**src/rtl/node_send_sched.sv**
```systemverilog
// Round-robin scheduler sharing the node's single IF send port among NUM_REQ
// result producers; sequences send_req/ack/data_valid with an ack timeout.
module node_send_sched #(
   parameter int unsigned NUM_REQ     = 4,
   parameter int unsigned ACK_TIMEOUT = 255,
   localparam int unsigned GW         = $clog2(NUM_REQ)
) (
   input  logic                    N_clk,
   input  logic                    N_rst,
   input  logic [7:0]              local_id,
   input  logic [NUM_REQ-1:0]      rq_valid,
   input  logic [NUM_REQ*8-1:0]    rq_dst,
   input  logic [NUM_REQ*32-1:0]   rq_data,
   output logic [NUM_REQ-1:0]      rq_ready,
   output logic                    o_comm_send_req,
   input  logic                    i_comm_send_ack,
   output logic                    o_data_valid,
   output logic [31:0]             o_data,
   output logic [7:0]              o_src,
   output logic [7:0]              o_dst,
   output logic [GW-1:0]           o_grant,
   output logic                    o_busy,
   output logic                    o_timeout
);

   localparam int unsigned CW = 8;

   localparam logic [1:0] ST_IDLE = 2'd0;
   localparam logic [1:0] ST_REQ  = 2'd1;
   localparam logic [1:0] ST_SEND = 2'd2;
   localparam logic [1:0] ST_GAP  = 2'd3;

   logic [1:0]          state, state_nxt;
   logic [GW-1:0]       ptr, ptr_nxt;
   logic [CW-1:0]       cnt, cnt_nxt;

   logic [GW-1:0]       grant_nxt;
   logic [31:0]         data_nxt;
   logic [7:0]          src_nxt;
   logic [7:0]          dst_nxt;
   logic                req_nxt;
   logic                dv_nxt;
   logic [NUM_REQ-1:0]  ready_nxt;
   logic                to_nxt;
   logic                busy_nxt;

   logic                pick_found;
   logic [GW-1:0]       pick_idx;
   logic [GW-1:0]       scan_idx;
   logic [GW-1:0]       ptr_inc;

   // First pending requester at or above ptr, wrapping around
   always_comb begin
      pick_found = 1'b0;
      pick_idx   = '0;
      scan_idx   = '0;
      for (int unsigned k = 0; k < NUM_REQ; k++) begin
         scan_idx = GW'((32'(ptr) + k) % NUM_REQ);
         if (!pick_found && rq_valid[scan_idx]) begin
            pick_found = 1'b1;
            pick_idx   = scan_idx;
         end
      end
   end

   assign ptr_inc = (o_grant == GW'(NUM_REQ - 1)) ? '0 : o_grant + GW'(1);

   // Next state and next registered output values
   always_comb begin
      state_nxt = state;
      ptr_nxt   = ptr;
      cnt_nxt   = cnt;
      grant_nxt = o_grant;
      data_nxt  = o_data;
      src_nxt   = o_src;
      dst_nxt   = o_dst;
      req_nxt   = 1'b0;
      dv_nxt    = 1'b0;
      ready_nxt = '0;
      to_nxt    = 1'b0;

      case (state)
         ST_IDLE: begin
            if (pick_found) begin
               grant_nxt = pick_idx;
               data_nxt  = rq_data[32*pick_idx +: 32];
               dst_nxt   = rq_dst[8*pick_idx +: 8];
               src_nxt   = local_id;
               cnt_nxt   = '0;
               req_nxt   = 1'b1;
               state_nxt = ST_REQ;
            end
         end
         ST_REQ: begin
            cnt_nxt = cnt + CW'(1);
            // Ack wins over a simultaneous timeout
            if (i_comm_send_ack) begin
               dv_nxt    = 1'b1;
               ready_nxt = NUM_REQ'(1) << o_grant;
               state_nxt = ST_SEND;
            end else if (cnt == CW'(ACK_TIMEOUT - 1)) begin
               to_nxt    = 1'b1;
               ptr_nxt   = ptr_inc;
               state_nxt = ST_GAP;
            end else begin
               req_nxt = 1'b1;
            end
         end
         ST_SEND: begin
            ptr_nxt   = ptr_inc;
            state_nxt = ST_GAP;
         end
         default: begin
            state_nxt = ST_IDLE;
         end
      endcase

      busy_nxt = (state_nxt != ST_IDLE);
   end

   always_ff @(posedge N_clk or posedge N_rst) begin
      if (N_rst) begin
         state           <= ST_IDLE;
         ptr             <= '0;
         cnt             <= '0;
         o_grant         <= '0;
         o_data          <= '0;
         o_src           <= '0;
         o_dst           <= '0;
         o_comm_send_req <= 1'b0;
         o_data_valid    <= 1'b0;
         rq_ready        <= '0;
         o_timeout       <= 1'b0;
         o_busy          <= 1'b0;
      end else begin
         state           <= state_nxt;
         ptr             <= ptr_nxt;
         cnt             <= cnt_nxt;
         o_grant         <= grant_nxt;
         o_data          <= data_nxt;
         o_src           <= src_nxt;
         o_dst           <= dst_nxt;
         o_comm_send_req <= req_nxt;
         o_data_valid    <= dv_nxt;
         rq_ready        <= ready_nxt;
         o_timeout       <= to_nxt;
         o_busy          <= busy_nxt;
      end
   end

endmodule

```
**config.mk**
```make
export PLATFORM = sky130hd
export DESIGN_NAME = node_send_sched
export DESIGN_NICKNAME = d
export VERILOG_FILES = /design/src/rtl/node_send_sched.sv
export SDC_FILE = /design/constraint.sdc
export NUM_CORES = 1
export LEC_CHECK = 0
export ABC_AREA = 1
export CORE_UTILIZATION = 37
export DETAILED_ROUTE_END_ITERATION = 6
export GPL_TIMING_DRIVEN = 0
export PLACE_DENSITY = 0.89
export SETUP_SLACK_MARGIN = 0.05
export SYNTH_ARGS = -nofsm -noshare
export SYNTH_HDL_FRONTEND = slang
export SYNTH_SLANG_ARGS = --single-unit
```
**constraint.sdc**
```tcl
create_clock -name N_clk -period 2.3 [get_ports N_clk]
set_input_delay 0.46 -clock N_clk [delete_from_list [all_inputs] [get_ports N_clk]]
set_output_delay 0.46 -clock N_clk [all_outputs]
set_load 0.05 [all_outputs]
```
# == After elaboration in Yosys (flattened, before gate mapping) ==
# Index checks and enable logic that the tools add are counted.
# W data, S select, Z words.
# word_totals
reg_bits,70
input_bits,175
output_inout_bits,58
wordCells,81
# op_classes
n_addsub,5
order_cmp,4
eq_ne,7
shifts,3
muxes,37
reduce_logical,13
# op_table
cell,n
$shiftx A128 B8 Y32,1
$shiftx A32 B6 Y8,1
$mux W2,10
$mux W1,16
$pmux W8 S2,1
$lt A2 B3 Y1 const B,4
$add A8 B1 Y8 const B,1
$bmux W1 S2,4
$eq A8 B8 Y1 const B,1
$mux W4,2
$mux W8,1
$ne A2 B2 Y1 const B,3
$pmux W2 S3,1
$reduce_bool A2 Y1,3
$add A2 B1 Y2 const B,2
$add A2 B2 Y2 const B,2
$eq A2 B2 Y1 const B,2
$pmux W2 S2,1
$reduce_and A2 Y1,2
$shl A1 B2 Y4 const A,1
$logic_and A1 B1 Y1,3
$logic_not A1 Y1,3
$reduce_and A3 Y1,1
$eq A2 B1 Y1 const B,1
2 further kinds,2

# == Depth between registers and ports, before layout ==
# logic_depth
depth_word,15
mapped_depth,16
ltp_nobuf,14

# == Worst setup path after synthesis ==
# OpenSTA, ideal clock, no wires.
# synth_path
kind,reg2reg
start,register ptr[0]
end,register o_dst[1]
setup_ns,0.125
t_arrival_ns,1.720
required_ns,2.175
path_slack_ns,0.455
path_stages_with_launch,14
n_path_buf,2
period_less_slack_ns,1.845
cell_sequence,dfrtp_1 > inv_1 > nand2_1 > nand3_1 > nand2_2 > nor2_4 > nand3_2 > nand2_4 > nand2_2 > buf_6 > buf_6 > or2_0 > nand3_1 > nand3_1
# synth_between
elab_chain_cells,13
# synth_lines
element,line_no,text
from (decl),34,"logic [GW-1:0] ptr, ptr_nxt;"
from (signal assigned),137,ptr <= ptr_nxt;
branches (longest 13 deep; another with $add A2 B1 Y2),--,
to (signal assigned),142,o_dst <= dst_nxt;
to (decl),20,"output logic [7:0] o_dst,"
# Several ways; the timed one is not identified. The select of a mux whose other input is x is not followed.
# A chain may end at the register's enable or synchronous reset.

# == Worst setup path after layout ==
# layout_path
start,input rq_valid[3]
end,register o_data[28]
# layout_between
elab_chain_cells,13
# layout_lines
element,line_no,text
from (decl),11,"input logic [NUM_REQ-1:0] rq_valid,"
$bmux W1 S2,59,if (!pick_found && rq_valid[scan_idx]) begin
$mux W1 (not written as such),59,
$mux W1,59,
$logic_not A1 Y1,59,
$logic_and A1 B1 Y1,59,
$mux W1,59,
$logic_not A1 Y1,59,
$logic_and A1 B1 Y1,59,
$mux W1,59,
$logic_not A1 Y1,59,
$logic_and A1 B1 Y1,59,
$mux W2 or $mux W1 (tied branches),59,
$shiftx A128 B8 Y32 or $reduce_and A2 Y1 (tied branches),--,
to (signal assigned),140,o_data <= data_nxt;
to (decl),18,"output logic [31:0] o_data,"
# Several ways; a longest one is shown, not always the timed one. The select of a mux whose other input is x is not followed.

==> impl_results.rst <==
.. list-table::
   :header-rows: 1

   * - Metric
     - Value
   * - Outcome
     - finished clean
   * - Netlist area before placement
     - 4656 µm²
   * - # DRC
     - 0
   * - Power per cell area
     - 1628 nW/µm²
   * - Kind of critical path
     - input port to flop
   * - Final period utilization
     - 92.15%
   * - Startpoint class of the critical path
     - input port
   * - Clock sink count
     - 70
   * - Number of antenna violations at the first check in global routing
     - 0
   * - Routed Antenna Nets
     - 0
   * - Total routing resource utilization after global routing
     - 24.01%
   * - Non-filler instance count after layout
     - 1138
   * - Cell repeated most along the worst path
     - sky130_fd_sc_hd__nand3_1
   * - Crit Path Max Fanout
     - 10
   * - Final number of max-transition violations
     - 0
   * - Static Leak
     - 3.844 nW
   * - Number of global-route vias before repair
     - 5117
   * - Longest Clk Path Bufs
     - 2
   * - Crit end category
     - flop
   * - Total of max-cap violations
     - 0
   * - Worst min-delay path class
     - flop to flop
   * - Synthesized instance count
     - 719
   * - Area added between synthesis and finish
     - 64.04%
   * - Vias per cell
     - 4.632
   * - Worst hold margin
     - 0.4789 ns
   * - I/O Pins
     - 233
   * - Delay contributed by the slowest stage of the critical path
     - 0.42 ns
   * - Relative contribution of the clock network to total power
     - 11.7%
   * - Cells along the critical path
     - clkdlybuf4s50_1 -> inv_1 -> nand2_1 -> nand3_1 -> nand2_2 -> nor2_4 -> nand3_2 -> nand2_4 -> nand2_4 -> buf_8 -> buf_6 -> or2_0 -> nand3_1 -> nand3_1
   * - Worst-case headroom to the max-slew limit
     - 41.16%
   * - Switching power
     - 6.587 mW
   * - Internal portion of total power
     - 5.845 mW
   * - Share of cells above drive strength 1
     - 7.732%
   * - Data required time at the worst endpoint
     - 2.52 ns
   * - Final worst path period need
     - 2.119 ns
   * - Total number of vias
     - 5271
   * - Fill cell total of the finished layout
     - 1063
   * - CTS tree
     - built
   * - Part of the power in registers
     - 17.1%
   * - Final total power
     - 12.43 mW
   * - Dominant cell by count in the synthesized netlist
     - sky130_fd_sc_hd__nand2_1
   * - Largest area contributor in the netlist
     - sky130_fd_sc_hd__dfrtp_1
   * - Part of the total power dissipated in combinational logic
     - 71.2%
   * - Die boundary height
     - 114.2 µm
   * - Portion of the post-synthesis area used by sequential elements
     - 37.62%
   * - Final Wtd Congestion
     - 0.8474
   * - Fmax
     - 471.8 MHz
   * - Die area
     - 13040 µm²
   * - Switching fraction of total power
     - 52.98%
   * - Sum of net half-perimeters after detailed placement
     - 11690 µm
   * - Starting density of the core
     - 38.28%
   * - Most used flip-flop cell after synthesis
     - sky130_fd_sc_hd__dfrtp_1
   * - Die Width
     - 114.2 µm
   * - Largest clock skew in the final design
     - 0.007570 ns
   * - Number of buffers added by the clock tree synthesis step
     - 9
   * - Clock latency at the later pin of the worst-skew pair
     - 0.34 ns
   * - Flip-flop and latch count after synthesis
     - 70
   * - Area share of the leading cell type in the synthesized netlist
     - 37.62%
   * - Remaining global-route overflow
     - 0
   * - Aggregate routed wire length
     - 15350 µm
   * - Port Buf Inserts
     - 232
   * - Number of cells in the design after placement
     - 1119
   * - Total setup violations reported at the end of the flow
     - 0
   * - Cell types with the highest counts after synthesis
     - sky130_fd_sc_hd__nand2_1 (295), sky130_fd_sc_hd__nand3_1 (112), sky130_fd_sc_hd__inv_1 (108)
   * - Number of core rows
     - 40
   * - Count of hold buffers inserted by post-cts repair
     - 0
   * - Post-synthesis cell type count
     - 30
   * - Reg clk slew, reported paths
     - 0.06 ns
   * - Clk root buf
     - sky130_fd_sc_hd__clkbuf_16
   * - Number of iterations in the first detailed-routing pass
     - 4
   * - Average wire per standard cell
     - 13.49 µm
   * - Syn nets
     - 900
   * - Pin count of the biggest net entering global routing
     - 71
   * - Max IR drop VDD
     - 0.7568 mV
   * - # diodes
     - 0
   * - Count of buffer and inverter cells on the critical path
     - 4
   * - Avg Inst Size Synth
     - 6.475 µm²
   * - Count of flip-flops with a built-in enable after synthesis
     - 0
   * - RSZ-0062 raised after global routing
     - true
   * - Post-layout utilization of the core
     - 62.80%
   * - Biggest area contributors in the synthesized netlist
     - sky130_fd_sc_hd__dfrtp_1 (38%), sky130_fd_sc_hd__nand2_1 (24%), sky130_fd_sc_hd__nand3_1 (12%)
   * - Hold Vio Cnt, Final
     - 0
   * - Placement Setup Slack
     - -0.3887 ns
   * - Placeable core region
     - 12160 µm²
   * - Worst Path Arrival
     - 2.33 ns
   * - Share of synthesized registers carrying an async set or reset
     - 100.0%
   * - Slew of the pin with the lowest slew margin
     - 0.8826 ns
   * - Initial DRC count
     - 262
   * - Total of warnings raised by yosys
     - 0
   * - Critical Path Slowest Stage Cell
     - sky130_fd_sc_hd__clkdlybuf4s50_1
   * - Cell family with the largest share of critical-path delay
     - simple AND/OR/NAND/NOR gates
   * - Net total in the final layout
     - 1146
   * - CTS HTree Levels
     - 3
   * - Final setup margin
     - 0.1806 ns
   * - First-pass GRT wire length
     - 24340 µm
[area by class of cell]
class | count | area (µm²) | share of cell area, %
Timing Repair Buffer | 235 | 2345 | 30.70
Clock inverter | 7 | 80.08 | 1.048
Multi-Input combinational cell | 503 | 2313 | 30.29
Inverter | 111 | 422.9 | 5.537
Sequential cell | 70 | 1752 | 22.94
Buffer | 35 | 289.0 | 3.784
Clock buffer | 9 | 225.2 | 2.949
Tap cell | 168 | 210.2 | 2.752
[power by group through the flow]
| stage | sequential [mW] | clock (mW) | combinational (mW) |
|---|---|---|---|
| after global routing | 2.19 | 1.54 | 9.71 |
| after global placement | 2.12 | 0 | 8.25 |
| final | 2.12 | 1.45 | 8.86 |
| after floorplan | 3.72 | 0 | 4.16 |
| after detailed placement | 2.13 | 0 | 8.43 |
| after CTS | 2.12 | 1.47 | 8.47 |
[cells by family (layout without fill, tap and decap cells)]
family          after synthesis  after routing  share of synthesized area (%)
flops                        70             70                          37.62
compound gates               23             23                          2.688
buf+inv                     146            397                          13.41
fa+ha+maj                     6              6                          1.612
simple gates                474            474                          44.67
[timing repair]
item | 4_1_cts | 5_1_grt
setup buffers | 0 | 3
setup endpoints to repair | 29 | 56
gates resized for setup | 2 | 57
pin swaps | 0 | 5
[worst register-to-register path, delay by kind of cell (launching register included)]
family	cells	cell delay [ns]
DFF	1	0.40
buffers and inverters	3	0.44
and+or+nand+nor	11	1.15
[worst paths after layout]
| kind | from | to | slack [ns] | cells past startpoint |
|---|---|---|---|---|
| setup / recovery | rq_valid[3] | o_data[28]$_DFFE_PP0P_ | 0.18 | 14 |
| hold / removal | o_data[26]$_DFFE_PP0P_ | o_data[26]$_DFFE_PP0P_ | 0.48 | 2 |
| setup reg to reg | ptr[0]$_DFFE_PP0P_ | o_data[28]$_DFFE_PP0P_ | 0.20 | 14 |
| hold reg to reg | o_data[26]$_DFFE_PP0P_ | o_data[26]$_DFFE_PP0P_ | 0.48 | 2 |
| max in group asynchronous | N_rst | o_data[7]$_DFFE_PP0P_ | 1.06 | 2 |
| min in group asynchronous | N_rst | o_data[1]$_DFFE_PP0P_ | 0.67 | 2 |
[cells in the final DEF, fill, tap and decap left out, types with 4 or more instances in the layout]
master                            instances
sky130_fd_sc_hd__buf_6                   13
sky130_fd_sc_hd__dfrtp_1                 70
sky130_fd_sc_hd__nand3_1                112
sky130_fd_sc_hd__inv_1                  105
sky130_fd_sc_hd__nand2_2                  6
sky130_fd_sc_hd__nand3b_1                12
sky130_fd_sc_hd__a21oi_1                  5
sky130_fd_sc_hd__ha_1                     6
sky130_fd_sc_hd__clkbuf_2                 6
sky130_fd_sc_hd__clkdlybuf4s50_1        232
sky130_fd_sc_hd__or2_1                   10
sky130_fd_sc_hd__clkbuf_4                 7
sky130_fd_sc_hd__or2_0                   19
sky130_fd_sc_hd__nor2_1                  12
sky130_fd_sc_hd__buf_2                    6
sky130_fd_sc_hd__nand2_1                291
sky130_fd_sc_hd__clkbuf_16                9
sky130_fd_sc_hd__o21ai_0                 12
sky130_fd_sc_hd__inv_2                    4
sky130_fd_sc_hd__buf_4                    5
[routing by layer]
metal | global-route usage (%) | wire, µm | vias up
met3 | 5.188 | 1022 | 21
li1 | - | - | 2681
met4 | 7.879 | 241 | 0
met5 | 0 | 0 | -
met1 | 27.66 | 6330 | 2374
met2 | 43.96 | 7753 | 195
[sequential cells by signal, summed over array words and instances, names as in the netlist]
signal and count:
o_dst 8, o_grant 2, rq_ready 4, o_timeout 1, cnt 8, o_data_valid 1
o_busy 1, o_src 8, o_data 32, ptr 2, state 2, o_comm_send_req 1
[metrics by stage]
step	instance area, µm²	setup TNS [ns]
4_1_cts	7501	0
2_1_floorplan	4656	0
6_report	7637	0
3_5_place_dp	7191	-13.50
3_3_place_gp	7188	-94.89
5_1_grt	7637	0
No activity file was read; power rests on OpenSTA's default activity.
